## config.mk

```make
export PLATFORM = sky130hd
export DESIGN_NAME = flash_word_streamer
export DESIGN_NICKNAME = d
export VERILOG_FILES = /design/src/rtl/flash_word_streamer.sv
export SDC_FILE = /design/constraint.sdc
export NUM_CORES = 1
export LEC_CHECK = 0
export BUFFER_PORTS_ARGS = -buffer_cell sky130_fd_sc_hd__buf_2
export CORE_MARGIN = 8
export CORE_UTILIZATION = 58
export DETAILED_ROUTE_END_ITERATION = 8
export GPL_TIMING_DRIVEN = 0
export PLACE_DENSITY = 0.8
export SLEW_MARGIN = 0
export SYNTH_ARGS = -nofsm -noshare
export SYNTH_HDL_FRONTEND = slang
export SYNTH_SLANG_ARGS = --single-unit
```

## constraint.sdc

```tcl
create_clock -name fetch_clock -period 4.65 [get_ports fetch_clock]
set_input_delay 0 -clock fetch_clock [delete_from_list [all_inputs] [get_ports fetch_clock]]
set_output_delay 0 -clock fetch_clock [all_outputs]
set_load 0.02 [all_outputs]
```

## src/rtl/flash_word_streamer.sv

```systemverilog
// Avalon-MM read master streaming sequential flash words (forward or reverse, wrapping
// inside [BASE, BASE+MAX_OFFSET]) into a show-ahead FIFO with a valid/ready output.
module flash_word_streamer #(
  parameter int unsigned BASE       = 0,
  parameter int unsigned MAX_OFFSET = 16'h7FFF,
  parameter int unsigned ADDR_W     = 23,
  parameter int unsigned FIFO_DEPTH = 4
) (
  input  logic              fetch_clock,
  input  logic              reset,
  input  logic              start,
  input  logic              stop,
  input  logic              reverse,
  output logic [ADDR_W-1:0] flash_mem_address,
  output logic              flash_mem_read,
  input  logic              flash_mem_waitrequest,
  input  logic [31:0]       flash_mem_readdata,
  input  logic              flash_mem_readdatavalid,
  output logic [31:0]       word_data,
  output logic              word_valid,
  input  logic              word_ready,
  output logic              busy
);

  // state     | meaning
  // IDLE      | not streaming, FIFO empty
  // ISSUE     | read request on the bus, waiting for acceptance
  // WAIT_DATA | read accepted and awaiting data, or waiting for a free FIFO slot
  // DRAIN     | stopped with a read in flight; let it finish and drop its word

  localparam int PTR_W = $clog2(FIFO_DEPTH);
  localparam int CNT_W = PTR_W + 1;
  localparam logic [ADDR_W-1:0] ADDR_LO = ADDR_W'(BASE);
  localparam logic [ADDR_W-1:0] ADDR_HI = ADDR_W'(BASE + MAX_OFFSET);

  if (64'(BASE) + 64'(MAX_OFFSET) >= (64'd1 << ADDR_W)) begin : g_window_check
    $error("flash_word_streamer: BASE+MAX_OFFSET does not fit in ADDR_W bits");
  end
  if (FIFO_DEPTH < 2 || (FIFO_DEPTH & (FIFO_DEPTH - 1)) != 0) begin : g_depth_check
    $error("flash_word_streamer: FIFO_DEPTH must be a power of two >= 2");
  end

  typedef enum logic [1:0] {IDLE, ISSUE, WAIT_DATA, DRAIN} state_t;

  state_t             state;
  logic               outstanding;
  logic [31:0]        fifo_mem [FIFO_DEPTH];
  logic [PTR_W-1:0]   rd_ptr;
  logic [PTR_W-1:0]   wr_ptr;
  logic [CNT_W-1:0]   count;
  logic [CNT_W-1:0]   count_next;
  logic               accept;
  logic               returned;
  logic               push;
  logic               pop;
  logic               flush;
  logic               room;

  function automatic logic [ADDR_W-1:0] step_addr(input logic [ADDR_W-1:0] a, input logic rev);
    if (rev) return (a == ADDR_LO) ? ADDR_HI : a - ADDR_W'(1);
    else     return (a == ADDR_HI) ? ADDR_LO : a + ADDR_W'(1);
  endfunction

  assign accept     = flash_mem_read && !flash_mem_waitrequest;
  // Only data belonging to a read we issued counts; stale returns after reset are dropped.
  assign returned   = outstanding && flash_mem_readdatavalid;
  assign push       = (state == WAIT_DATA) && returned && !stop;
  assign pop        = word_valid && word_ready;
  assign flush      = stop && (state == ISSUE || state == WAIT_DATA);
  assign count_next = count + CNT_W'(push) - CNT_W'(pop);
  assign room       = count_next < CNT_W'(FIFO_DEPTH);

  assign word_valid = (count != '0);
  assign word_data  = fifo_mem[rd_ptr];
  assign busy       = (state != IDLE);

  always_ff @(posedge fetch_clock) begin
    if (!reset) begin
      rd_ptr <= '0;
      wr_ptr <= '0;
      count  <= '0;
      for (int i = 0; i < int'(FIFO_DEPTH); i++) fifo_mem[i] <= '0;
    end else if (flush) begin
      rd_ptr <= '0;
      wr_ptr <= '0;
      count  <= '0;
    end else begin
      if (push) begin
        fifo_mem[wr_ptr] <= flash_mem_readdata;
        wr_ptr           <= wr_ptr + PTR_W'(1);
      end
      if (pop) rd_ptr <= rd_ptr + PTR_W'(1);
      count <= count_next;
    end
  end

  always_ff @(posedge fetch_clock) begin
    if (!reset) begin
      state             <= IDLE;
      flash_mem_read    <= 1'b0;
      flash_mem_address <= ADDR_LO;
      outstanding       <= 1'b0;
    end else begin
      if (accept)        outstanding <= 1'b1;
      else if (returned) outstanding <= 1'b0;

      case (state)
        IDLE: begin
          if (start && !stop) begin
            state             <= ISSUE;
            flash_mem_read    <= 1'b1;
            flash_mem_address <= reverse ? ADDR_HI : ADDR_LO;
          end
        end
        ISSUE: begin
          if (stop) begin
            // A stalled request must stay on the bus until the slave takes it.
            if (flash_mem_waitrequest) begin
              state <= DRAIN;
            end else begin
              state          <= IDLE;
              flash_mem_read <= 1'b0;
            end
          end else if (!flash_mem_waitrequest) begin
            state          <= WAIT_DATA;
            flash_mem_read <= 1'b0;
          end
        end
        WAIT_DATA: begin
          if (stop) begin
            state <= (outstanding && !flash_mem_readdatavalid) ? DRAIN : IDLE;
          end else begin
            if (returned) flash_mem_address <= step_addr(flash_mem_address, reverse);
            if ((returned || !outstanding) && room) begin
              state          <= ISSUE;
              flash_mem_read <= 1'b1;
            end
          end
        end
        DRAIN: begin
          if (accept)        flash_mem_read <= 1'b0;
          else if (returned) state          <= IDLE;
        end
        default: state <= IDLE;
      endcase
    end
  end

endmodule
```

==> results of run 1 <==
[how the worst max path moves through the flow]
stage                  start  cells after the start  slack (ns)              to
floorplan           state[0]                      7        0.59  fifo_mem[0][0]
global placement    state[0]                      7       -1.36  fifo_mem[1][8]
detailed placement  state[0]                     16        0.79  flash_mem_read
CTS                 state[0]                     16        0.69        state[1]
global route        state[0]                     16        0.41  flash_mem_read
finish              state[0]                     16        0.64  flash_mem_read
[synth_stat cells, types with 2 or more instances]
master                     instances
sky130_fd_sc_hd__edfxtp_1        128
sky130_fd_sc_hd__nor2_1          126
sky130_fd_sc_hd__nand2_1          64
sky130_fd_sc_hd__inv_1            48
sky130_fd_sc_hd__dfxtp_1          36
sky130_fd_sc_hd__o21ai_0          35
sky130_fd_sc_hd__mux4_2           32
sky130_fd_sc_hd__nand3_1          30
sky130_fd_sc_hd__clkbuf_1         26
sky130_fd_sc_hd__a21oi_1          18
sky130_fd_sc_hd__nor3_1           15
sky130_fd_sc_hd__ha_1              9
sky130_fd_sc_hd__xor2_1            9
sky130_fd_sc_hd__nor4_1            8
sky130_fd_sc_hd__and3_1            7
sky130_fd_sc_hd__buf_1             7
sky130_fd_sc_hd__nand4_1           7
sky130_fd_sc_hd__o21ai_1           6
sky130_fd_sc_hd__xnor2_1           6
sky130_fd_sc_hd__a21o_1            5
sky130_fd_sc_hd__a31oi_1           5
sky130_fd_sc_hd__buf_2             5
sky130_fd_sc_hd__buf_4             5
sky130_fd_sc_hd__nor2b_1           5
sky130_fd_sc_hd__o211ai_1          5
sky130_fd_sc_hd__or3_1             5
sky130_fd_sc_hd__or4_1             5
sky130_fd_sc_hd__and2_1            4
sky130_fd_sc_hd__nor3b_1           4
sky130_fd_sc_hd__o311ai_1          4
sky130_fd_sc_hd__nand2b_1          3
sky130_fd_sc_hd__o22ai_1           3
sky130_fd_sc_hd__o31ai_1           3
sky130_fd_sc_hd__a41oi_1           2
sky130_fd_sc_hd__buf_6             2
sky130_fd_sc_hd__mux2i_1           2
sky130_fd_sc_hd__o221ai_1          2
sky130_fd_sc_hd__o31a_1            2
sky130_fd_sc_hd__or2_1             2
sky130_fd_sc_hd__or2_2             2
sky130_fd_sc_hd__or3_4             2
[layout make-up]
class / instances / area share
Sequential cell: 164 / 0.467
Multi-Input combinational cell: 457 / 0.316
Clock inverter: 13 / 0.0161
Tap cell: 180 / 0.0230
Timing Repair Buffer: 134 / 0.0932
Buffer: 46 / 0.0219
Clock buffer: 19 / 0.0443
Inverter: 49 / 0.0188
[critical path: stages (launching register included)]
cell	delay [ns]
sky130_fd_sc_hd__dfxtp_1	0.35
sky130_fd_sc_hd__inv_1	0.12
sky130_fd_sc_hd__ha_1	0.15
sky130_fd_sc_hd__buf_2	0.19
sky130_fd_sc_hd__inv_1	0.15
sky130_fd_sc_hd__nor3_1	0.41
sky130_fd_sc_hd__inv_1	0.32
sky130_fd_sc_hd__ha_1	0.37
sky130_fd_sc_hd__inv_1	0.04
sky130_fd_sc_hd__ha_1	0.19
sky130_fd_sc_hd__fa_1	0.41
sky130_fd_sc_hd__xor2_1	0.17
sky130_fd_sc_hd__xnor2_1	0.15
sky130_fd_sc_hd__o21ai_0	0.28
sky130_fd_sc_hd__o21ai_0	0.20
sky130_fd_sc_hd__or3_1	0.34
sky130_fd_sc_hd__a21oi_1	0.12
[cell families (layout without fill, tap and decap cells)]
family,Yosys count,in the layout,share of synthesized area
AO/OA/AOI/OAI,103,103,0.0847
flip-flops,164,164,0.570
buffers and inverters,95,261,0.0497
multiplexers,35,35,0.0939
XOR/XNOR,15,15,0.0164
AND/OR/NAND/NOR,294,294,0.169
adder cells (fa/ha/maj),10,10,0.0166
[stage by stage]
step / utilization / hold WS [ns] / cells / TNS [ns] / worst slack (ns)
final: 0.715 / 0.0487 / 1062 / 0 / 0.643
after global routing: 0.715 / 0.0317 / 1062 / 0 / 0.406
after CTS: 0.715 / 0.0102 / 1062 / 0 / 0.688
after detailed placement: 0.646 / 0.320 / 994 / 0 / 0.786
after global placement: 0.638 / 0.313 / 991 / -130.06 / -1.36
after floorplan: - / 0.196 / 716 / 0 / 0.595
[state kept, by name, indices dropped and copies added, names as in the netlist, named ones only]
signal / cells
state: 2
flash_mem_address: 23
wr_ptr: 2
fifo_mem: 128
outstanding: 1
flash_mem_read: 1
rd_ptr: 2
count: 3
[per-layer routing]
metal,part of all wire,track usage
met3,0.082,0.0463
met5,0,0
met2,0.53,0.450
met1,0.37,0.299
met4,0.021,0.0942
[power by group through the flow]
stage	Combinational [mW]	Clock (mW)	Sequential, mW
after floorplan	0.599	0	1.73
after global placement	0.834	0	1.72
after detailed placement	0.863	0	1.72
after CTS	0.901	1.42	1.69
after global routing	0.969	1.48	1.70
final	0.909	1.43	1.70
[timing repair]
| item | CTS | global route |
|---|---|---|
| setup endpoints to repair | 0 | 0 |
| hold buffers | 36 | 0 |
| buffers inserted | 0 | 0 |
| endpoints found under the hold margin | 110 | 0 |
==> impl_metrics.json, run 1 <==
{
  "outcome": "complete, no violations",
  "path_max_fanout": 7,
  "power_frac_seq": 0.421,
  "design.die.area_um2": 17800,
  "clock_power_share": 0.354,
  "power.leakage_nw": 3.89,
  "port_buffers": 95,
  "die_y_um": 134,
  "p_int_mw": 2.87,
  "ff2ff_setup_slack_ns": 0.64,
  "worstMarginPinSlew_ns": 1.17,
  "regToRegStartpoint": "state[0]",
  "vdd.ir_drop.worst_mv": 0.215,
  "grt_usage": 0.253,
  "yosys-top-cells-area": "sky130_fd_sc_hd__edfxtp_1 48%, sky130_fd_sc_hd__dfxtp_1 9.0%, sky130_fd_sc_hd__mux4_2 9.0%",
  "cts_root_buffer": "sky130_fd_sc_hd__clkbuf_16",
  "detail-route-antenna-nets": 0,
  "clock_path_buffers": 2,
  "power.total_mw": 4.03,
  "register_area_um2": 4560,
  "stdcell_area_um2": 9770,
  "globalplace.congestion": 0.928,
  "worstSkewPairLatency_ns": 0.42,
  "grt_pass1_wl_um": 35200,
  "tritoncts": "yes",
  "row_count": 43,
  "timing.critical_path.arrival_ns": 4.36,
  "finalSetupViolCount": 0,
  "cp_class": "register to register",
  "setup.worst_path.start_class": "register",
  "layout.cells.most_common": "sky130_fd_sc_hd__edfxtp_1",
  "netlist-cell-type-count": 63,
  "synth_async_sr_flop_share": 0,
  "post-dp-hpwl_um": 14100,
  "cts.reportedPaths.clkPinSlew_ns": 0.06,
  "comb_power_share": 0.226,
  "post_route_cells_drive_above_1_share": 0.212,
  "drt-vias-per-instance": 6.16,
  "totalWireLength_um": 22600,
  "area_growth_pct": 22.0,
  "hold_violation_count_in_the_final_report": 0,
  "slew_viol_final": 0,
  "cap_viol_max_count": 0,
  "r2r-end": "flash_mem_read",
  "synth-edff-count": 128,
  "detail_route.iter0.violations": 884,
  "timing.clock.skew_ns": 0.00751,
  "post_synth_instance_area_um2": 8010,
  "worst_endpoint_required_time_ns": 5.00,
  "wl_per_cell_um": 21.3,
  "grt_max_degree": 33,
  "chip_width_um": 134,
  "hold_path_depth": 3,
  "design.core.area_um2": 13700,
  "net-switching-power_mw": 1.16,
  "hold-path-endpoint": "flash_mem_address[0]",
  "clock_sinks": 164,
  "nNetsFinal": 919,
  "number_of_antenna_violations_at_the_first_check_in_global_routing": 0,
  "critical_path_end_type": "register",
  "synth_seq_cells": 164,
  "post_dp_cell_area_um2": 8820,
  "fmaxAchievable_mhz": 250,
  "cts_inserted_buffers": 17,
  "pre_repair_dr_iteration_count": 6,
  "multi_input_area_um2": 3090,
  "p_sw_frac": 0.289,
  "unrepaired_setup_endpoints_after_global_routing": "false",
  "global_route.overflow_total": 0,
  "post_synth.cell_area_avg_um2": 11.2,
  "cellPowerDensity_nw_per_um2": 412,
  "synth_largest_area_cell": "sky130_fd_sc_hd__edfxtp_1",
  "ys_warn_count": 0,
  "postSynthNetCount": 766,
  "worst_slew_margin_rel": 0.216,
  "final.period_utilization": 0.862,
  "finalWorstPathRequiredPeriod_ns": 4.01,
  "htreeDepth": 4,
  "routed-via-count": 6539,
  "r2r_cells": 16,
  "nFillCells": 908,
  "layout.cells.most_common_list": "128 x sky130_fd_sc_hd__edfxtp_1, 126 x sky130_fd_sc_hd__nor2_1, 100 x sky130_fd_sc_hd__buf_2",
  "post-synth-top-area-fraction": 0.480,
  "cts_resized": 0,
  "drc_errors": 0,
  "yosys_most_used_dff": "sky130_fd_sc_hd__edfxtp_1",
  "antennaDiodeCount": 0,
  "floorplan.initialDensity": 0.586,
  "holdCritStartpoint": "reset",
  "post_synth_inst_count": 716,
  "grt_pass1_vias": 6593,
  "ioPinCount": 98,
  "min_path_type": "input pin to register",
  "yosysSeqAreaShare": 0.570
}
(Power assumes the default switching activity.)
==> run 2: changes to the inputs <==
--- a/config.mk
+++ b/config.mk
@@ -7,10 +7,12 @@
 export LEC_CHECK = 0
 export BUFFER_PORTS_ARGS = -buffer_cell sky130_fd_sc_hd__buf_2
 export CORE_MARGIN = 8
-export CORE_UTILIZATION = 58
+export CORE_UTILIZATION = 60
+export CTS_BUF_LIST = sky130_fd_sc_hd__clkbuf_4
 export DETAILED_ROUTE_END_ITERATION = 8
+export GPL_ROUTABILITY_DRIVEN = 0
 export GPL_TIMING_DRIVEN = 0
-export PLACE_DENSITY = 0.8
+export PLACE_DENSITY = 0.82
 export SLEW_MARGIN = 0
 export SYNTH_ARGS = -nofsm -noshare
 export SYNTH_HDL_FRONTEND = slang
==> run 2 against run 1 <==
  * Die area down 2.9%
  * Non-clock buffer count up 4
  * Sequential share of layout area up 1.4 points
  * Via count down 1.6%
  * Highest routed layer unchanged
  * Largest cell class unchanged
==> impl_metrics.json, run 2 (synthesized netlist as in run 1, its figures left out) <==
{
  "floorplan.initialDensity": 0.610,
  "post-dp-hpwl_um": 13700,
  "cts_inserted_buffers": 17,
  "totalWireLength_um": 20400,
  "finalSetupViolCount": 0,
  "worst_slew_margin_rel": 0.215,
  "grt_usage": 0.235,
  "nNetsFinal": 923,
  "critical_path_end_type": "register",
  "min_path_type": "input pin to register",
  "regToRegStartpoint": "state[0]",
  "design.core.area_um2": 13100,
  "largest_register": "fifo_mem",
  "finish.cell_count_without_fillers": 1061,
  "port_buffers": 95,
  "slew_viol_final": 0,
  "clock_path_buffers": 2,
  "cts.reportedPaths.clkPinSlew_ns": 0.14,
  "global_route.overflow_total": 0,
  "final.period_utilization": 0.852,
  "post_route_cells_drive_above_1_share": 0.212,
  "largest_register_ffs": 128,
  "cap_viol_max_count": 0,
  "cp_slowest_cell": "sky130_fd_sc_hd__nor3_1",
  "met3_length_um": 1770,
  "routed-via-count": 6433,
  "timing.critical_path.arrival_ns": 4.40,
  "worstMarginPinSlew_ns": 1.17,
  "timing.critical_path.from": "state[0]",
  "htreeDepth": 4,
  "path_common_cell": "sky130_fd_sc_hd__inv_1",
  "grt_max_degree": 33,
  "timing.clock.skew_ns": 0.0277,
  "path_max_fanout": 7,
  "layout.cells.most_common": "sky130_fd_sc_hd__edfxtp_1",
  "power.leakage_nw": 3.78,
  "cp_slowest_stage_delay_ns": 0.42,
  "place_inst": 990,
  "setup.worst_path.start_class": "register",
  "top_regs": "fifo_mem (128), flash_mem_address (23), count (3)",
  "grt_pass1_vias": 6600,
  "holdCritStartpoint": "flash_mem_readdata[28]",
  "hold_violation_count_in_the_final_report": 0,
  "drc_errors": 0,
  "unrepaired_setup_endpoints_after_global_routing": "false",
  "tritoncts": "yes",
  "chip_width_um": 132,
  "cp.buffers_inverters": 5,
  "ioPinCount": 98,
  "number_of_antenna_violations_at_the_first_check_in_global_routing": 0,
  "pre_repair_dr_iteration_count": 5,
  "fmaxAchievable_mhz": 252,
  "cts_resized": 0,
  "grt_pass1_wl_um": 32800,
  "clock_sinks": 164,
  "finalWorstPathRequiredPeriod_ns": 3.96,
  "cp_class": "register to register",
  "area_growth_pct": 18.6,
  "finalSetupTns_ns": 0,
  "cts_root_buffer": "sky130_fd_sc_hd__clkbuf_4",
  "drt-vias-per-instance": 6.06,
  "outcome": "complete, no violations",
  "wl_met1_um": 7510,
  "vdd.ir_drop.worst_mv": 0.157,
  "layout.cells.most_common_list": "128 x sky130_fd_sc_hd__edfxtp_1, 126 x sky130_fd_sc_hd__nor2_1, 100 x sky130_fd_sc_hd__buf_2",
  "list_of_cells_traversed_by_the_critical_path": "inv_1, ha_1, buf_2, inv_1, nor3_1, inv_1, ha_1, inv_1, ha_1, fa_1, xor2_1, xnor2_1, o21ai_0, o2111ai_1, mux2i_1, nor2_1",
  "worstSkewPairLatency_ns": 0.57,
  "cts_setup_buffers": 0,
  "row_count": 42,
  "worst_endpoint_required_time_ns": 5.09,
  "wl_met2_um": 10400,
  "wl_per_cell_um": 19.2,
  "detail_route.iter0.violations": 982,
  "crit_family": "adder cells",
  "design.die.area_um2": 17300,
  "detail-route-antenna-nets": 0,
  "cellPowerDensity_nw_per_um2": 359,
  "antennaDiodeCount": 0,
  "die_y_um": 132,
  "uppermost_signal_routing_layer_after_detailed_routing": "met4"
}
==> run 2: changes by cell type in the layout (fill, tap and decap cells not counted) <==
| cell | previous run | this run |
|---|---|---|
| sky130_fd_sc_hd__bufinv_16 | 3 | 2 |
| sky130_fd_sc_hd__clkinv_4 | 1 | 3 |
| sky130_fd_sc_hd__clkbuf_16 | 17 | 0 |
| sky130_fd_sc_hd__clkbuf_1 | 28 | 26 |
| sky130_fd_sc_hd__clkinvlp_4 | 3 | 1 |
| sky130_fd_sc_hd__buf_12 | 1 | 0 |
| sky130_fd_sc_hd__buf_16 | 2 | 3 |
| sky130_fd_sc_hd__clkbuf_4 | 0 | 19 |
| sky130_fd_sc_hd__dlygate4sd3_1 | 36 | 40 |
==> run 2: what timing repair did <==
| item | CTS | global route |
|---|---|---|
| hold buffers | 40 | 0 |
| hold endpoints to repair | 149 | 0 |
| endpoints found under the setup margin | 0 | 0 |
==> run 2: layout make-up <==
| class | count | area [um^2] |
|---|---|---|
| flip-flops and latches | 164 | 4560 |
| fillers | 904 | 3640 |
| multi-input cells | 457 | 3090 |
| repair buffers | 138 | 958 |
| well taps | 176 | 220 |
| plain buffers | 46 | 214 |
| inverters | 49 | 184 |
| clock buffers | 19 | 143 |
| clock inverters | 12 | 130 |
==> run 2: path summary, 6_finish.rpt <==
kind              slack (ns)              end  cells after the start
setup / recovery        0.69         state[1]                     16
hold / removal          0.28  fifo_mem[3][28]                      4
setup reg to reg        0.69         state[1]                     16
hold reg to reg         0.50   flash_mem_read                      2
==> run 2: worst register-to-register path: stages, from the launching register on <==
cell and delay, ns:
sky130_fd_sc_hd__dfxtp_1 0.36, sky130_fd_sc_hd__inv_1 0.11, sky130_fd_sc_hd__ha_1 0.15, sky130_fd_sc_hd__buf_2 0.19, sky130_fd_sc_hd__inv_1 0.14, sky130_fd_sc_hd__nor3_1 0.42
sky130_fd_sc_hd__inv_1 0.32, sky130_fd_sc_hd__ha_1 0.37, sky130_fd_sc_hd__inv_1 0.04, sky130_fd_sc_hd__ha_1 0.18, sky130_fd_sc_hd__fa_1 0.37, sky130_fd_sc_hd__xor2_1 0.17
sky130_fd_sc_hd__xnor2_1 0.24, sky130_fd_sc_hd__o21ai_0 0.17, sky130_fd_sc_hd__o2111ai_1 0.34, sky130_fd_sc_hd__mux2i_1 0.23, sky130_fd_sc_hd__nor2_1 0.05
==> run 2: per-stage QoR <==
| stage | hold WS, ns | worst slack (ns) | instance area, um^2 | utilization | power (mW) |
|---|---|---|---|---|---|
| detailed placement | 0.322 | 0.770 | 8830 | 0.672 | 2.58 |
| finish | 0.278 | 0.688 | 9500 | 0.723 | 3.41 |
| floorplan | 0.196 | 0.595 | 8010 | - | 2.33 |
| global route | 0.278 | 0.320 | 9500 | 0.723 | 3.55 |
| CTS | 0.248 | 0.681 | 9500 | 0.723 | 3.42 |
| global placement | 0.312 | -1.35 | 8710 | 0.663 | 2.55 |
==> run 2: where the power goes <==
part | leakage [nW] | switching (mW) | internal, mW
Combinational | 2.02 | 0.520 | 0.374
Clock | 0.151 | 0.495 | 0.329
Sequential | 1.61 | 0.0433 | 1.65
Total | 3.78 | 1.06 | 2.35
==> run 2: layer usage <==
metal / vias to the layer above / global-route usage
li1: 2909 / -
met1: 3068 / 0.262
met2: 387 / 0.414
met3: 69 / 0.0602
met4: 0 / 0.111
met5: - / 0
==> run 3: changes to the inputs <==
--- a/config.mk
+++ b/config.mk
@@ -5,9 +5,10 @@
 export SDC_FILE = /design/constraint.sdc
 export NUM_CORES = 1
 export LEC_CHECK = 0
+export ABC_AREA = 1
 export BUFFER_PORTS_ARGS = -buffer_cell sky130_fd_sc_hd__buf_2
 export CORE_MARGIN = 8
-export CORE_UTILIZATION = 60
+export CORE_UTILIZATION = 61
 export CTS_BUF_LIST = sky130_fd_sc_hd__clkbuf_4
 export DETAILED_ROUTE_END_ITERATION = 8
 export GPL_ROUTABILITY_DRIVEN = 0
==> constraint.sdc (replaced) <==
create_clock -name fetch_clock -period 3.8 [get_ports fetch_clock]
set_input_delay 0 -clock fetch_clock [delete_from_list [all_inputs] [get_ports fetch_clock]]
set_output_delay 0 -clock fetch_clock [all_outputs]
set_load 0.02 [all_outputs]
==> run 3 against run 2 <==
  * Global-route usage is 1.7 points higher
  * Worst hold slack worse by 0.24 ns
  * Register-to-register slack improved by 0.17 ns
  * Fmax up 35%
  * Power is 78% higher
  * Sequential power is 31% higher
  * Highest routed layer unchanged
==> impl_metrics.json, run 3 <==
{
  "power_frac_seq": 0.364,
  "final.period_utilization": 0.775,
  "hold_violation_count_in_the_final_report": 0,
  "chip_width_um": 139,
  "design.die.area_um2": 19400,
  "outcome": "complete, no violations",
  "largest_register_ffs": 128,
  "postSynthNetCount": 1143,
  "cp_class": "register to register",
  "p_int_mw": 3.37,
  "cap_viol_max_count": 0,
  "place_inst": 1381,
  "timing.critical_path.arrival_ns": 3.44,
  "finalWorstPathRequiredPeriod_ns": 2.94,
  "largest_register": "fifo_mem",
  "top_regs": "fifo_mem (128), flash_mem_address (23), count (3)",
  "synth_seq_cells": 164,
  "power.leakage_nw": 4.72,
  "pre_repair_dr_iteration_count": 6,
  "grt_usage": 0.252,
  "grt_pass1_wl_um": 39300,
  "stdcell_area_um2": 10800,
  "cellPowerDensity_nw_per_um2": 564,
  "comb_power_share": 0.466,
  "grt_pass1_vias": 7994,
  "post-place-ws_ns": 0.878,
  "ys_warn_count": 0,
  "p_sw_frac": 0.443,
  "grtUsageMet1": 0.309,
  "tritoncts": "yes",
  "post_route_cells_drive_above_1_share": 0.194,
  "vdd.ir_drop.worst_mv": 0.329,
  "post_dp_cell_area_um2": 10100,
  "gr-max-usage-layer": "met2",
  "fin_worst_hold_slack_ns": 0.0331,
  "layout.cells.most_common": "sky130_fd_sc_hd__nor2_1",
  "post_synth_inst_count": 1093,
  "synth-edff-count": 128,
  "cts_setup_buffers": 0,
  "design.core.area_um2": 15000,
  "port_buffers": 97,
  "yosysSeqAreaShare": 0.493,
  "cts_root_buffer": "sky130_fd_sc_hd__clkbuf_4",
  "power.total_mw": 6.06,
  "post-dp-hpwl_um": 16300,
  "synth_largest_area_cell": "sky130_fd_sc_hd__edfxtp_1",
  "final.setup.worst_slack_ns": 0.857,
  "post-synth-top-count-cell": "sky130_fd_sc_hd__nor2_1",
  "netlist-cell-type-count": 41,
  "list_of_cells_traversed_by_the_critical_path": "inv_1, ha_1, buf_6, inv_4, nor2_4, inv_2, nor2_8, inv_4, ha_1, inv_1, ha_1, fa_1, xor2_1, inv_1, nand2_1, nand2_1, nand3_1, nand2_1, nand2_1, nor2_1",
  "ioPinCount": 98,
  "cp.buffers_inverters": 7,
  "critical_path_end_type": "register",
  "clock_path_buffers": 2,
  "nNetsFinal": 1302,
  "fmaxAchievable_mhz": 340,
  "post_synth_most_frequent_cells": "242 x sky130_fd_sc_hd__nor2_1, 172 x sky130_fd_sc_hd__nand2_1, 128 x sky130_fd_sc_hd__edfxtp_1",
  "finish.cell_count_without_fillers": 1454,
  "die_y_um": 139,
  "finalSetupTns_ns": 0,
  "detail-route-antenna-nets": 0,
  "row_count": 45,
  "net-switching-power_mw": 2.69,
  "worstSkewPairLatency_ns": 0.57,
  "synth_async_sr_flop_share": 0,
  "area_growth_pct": 16.2,
  "worst_slew_margin_rel": 0.358,
  "clock_sinks": 164,
  "path_common_cell": "sky130_fd_sc_hd__nand2_1",
  "wl_per_cell_um": 16.7,
  "layout.cells.most_common_list": "242 x sky130_fd_sc_hd__nor2_1, 171 x sky130_fd_sc_hd__nand2_1, 128 x sky130_fd_sc_hd__edfxtp_1",
  "cts.reportedPaths.clkPinSlew_ns": 0.13,
  "setup.worst_path.start_class": "register",
  "finalSetupViolCount": 0,
  "post_synth.cell_area_avg_um2": 8.47,
  "worst_endpoint_required_time_ns": 4.29,
  "post-route-util": 0.715,
  "htreeDepth": 4,
  "post-synth-top-area-fraction": 0.415,
  "crit_family": "adder cells",
  "grt_max_degree": 33,
  "cp_slowest_cell": "sky130_fd_sc_hd__fa_1",
  "globalRouteMet3Util": 0.0451,
  "drt-vias-per-instance": 5.64,
  "clock_power_share": 0.170,
  "drc_errors": 0,
  "slew_viol_final": 0,
  "routed-via-count": 8205,
  "path_max_fanout": 8,
  "global_route.overflow_total": 0,
  "timing.clock.skew_ns": 0.0267,
  "min_path_type": "input pin to register",
  "unrepaired_setup_endpoints_after_global_routing": "false",
  "yosys_most_used_dff": "sky130_fd_sc_hd__edfxtp_1",
  "globalRouteMet2Util": 0.434,
  "worstMarginPinSlew_ns": 0.959,
  "cts_inserted_buffers": 17,
  "yosys-top-cells-area": "sky130_fd_sc_hd__edfxtp_1 42%, sky130_fd_sc_hd__nor2_1 9.8%, sky130_fd_sc_hd__dfxtp_1 7.8%",
  "number_of_antenna_violations_at_the_first_check_in_global_routing": 1,
  "cp_slowest_stage_delay_ns": 0.38,
  "detail_route.iter0.violations": 1045,
  "floorplan.initialDensity": 0.616,
  "totalWireLength_um": 24200,
  "post_synth_instance_area_um2": 9260
}
==> run 3: cell count changes after synthesis, moves of 11 or more <==
cell	before	now
sky130_fd_sc_hd__inv_1	48	97
sky130_fd_sc_hd__inv_2	0	33
sky130_fd_sc_hd__mux4_2	32	0
sky130_fd_sc_hd__nand2_1	64	172
sky130_fd_sc_hd__nand3_1	30	64
sky130_fd_sc_hd__nor2_1	126	242
sky130_fd_sc_hd__nor2_2	0	14
sky130_fd_sc_hd__nor2_4	0	15
sky130_fd_sc_hd__nor2_8	0	22
sky130_fd_sc_hd__nor3_1	15	4
sky130_fd_sc_hd__o21ai_0	35	91
sky130_fd_sc_hd__o22ai_1	3	32
==> run 3: timing repair <==
| action | CTS | global route |
|---|---|---|
| hold buffers | 40 | 0 |
| gates resized for setup | 0 | 0 |
| endpoints found under the hold margin | 148 | 0 |
==> run 3: worst register-to-register path: stages, from the launching register on <==
cell,delay [ns]
sky130_fd_sc_hd__dfxtp_1,0.35
sky130_fd_sc_hd__inv_1,0.13
sky130_fd_sc_hd__ha_1,0.18
sky130_fd_sc_hd__buf_6,0.16
sky130_fd_sc_hd__inv_4,0.08
sky130_fd_sc_hd__nor2_4,0.10
sky130_fd_sc_hd__inv_2,0.07
sky130_fd_sc_hd__nor2_8,0.14
sky130_fd_sc_hd__inv_4,0.09
sky130_fd_sc_hd__ha_1,0.27
sky130_fd_sc_hd__inv_1,0.03
sky130_fd_sc_hd__ha_1,0.19
sky130_fd_sc_hd__fa_1,0.38
sky130_fd_sc_hd__xor2_1,0.17
sky130_fd_sc_hd__inv_1,0.10
sky130_fd_sc_hd__nand2_1,0.07
sky130_fd_sc_hd__nand2_1,0.10
sky130_fd_sc_hd__nand3_1,0.10
sky130_fd_sc_hd__nand2_1,0.07
sky130_fd_sc_hd__nand2_1,0.04
sky130_fd_sc_hd__nor2_1,0.07
==> run 3: cells by family after synthesis <==
logic type,share of synthesized area
AO/OA/AOI/OAI,0.0933
buffers and inverters,0.0864
AND/OR/NAND/NOR,0.297
XOR/XNOR,0.0161
adder cells (fa/ha/maj),0.0143
flip-flops,0.493
==> run 3: final cells by class <==
cell class,instances,area (um^2)
Buffer,54,292
Multi-Input combinational cell,741,3930
Clock inverter,12,128
Timing Repair Buffer,140,946
Tap cell,188,235
Fill cell,1123,4280
Antenna cell,1,2.50
Sequential cell,164,4560
Inverter,134,508
Clock buffer,20,150
==> run 3: metal layers <==
metal	vias up	part of all wire
met1	3831	0.40
li1	3893	-
met5	-	0
met2	416	0.49
met4	0	0.028
met3	65	0.080
==> run 3: worst paths after layout <==
check	startpoint	to	slack, ns	cells after the start
hold reg to reg	rd_ptr[1]	rd_ptr[1]	0.47	2
setup reg to reg	state[0]	state[1]	0.86	20
setup / recovery	state[0]	state[1]	0.86	20
hold / removal	flash_mem_readdatavalid	flash_mem_read	0.03	8
==> run 3: power by group through the flow <==
stage,sequential [mW],clock [mW],combinational [mW]
final,2.21,1.03,2.83
after global routing,2.22,1.09,3.09
after CTS,2.20,1.03,2.78
after detailed placement,2.24,0,2.73
after global placement,2.24,0,2.68
after floorplan,2.29,0,1.89
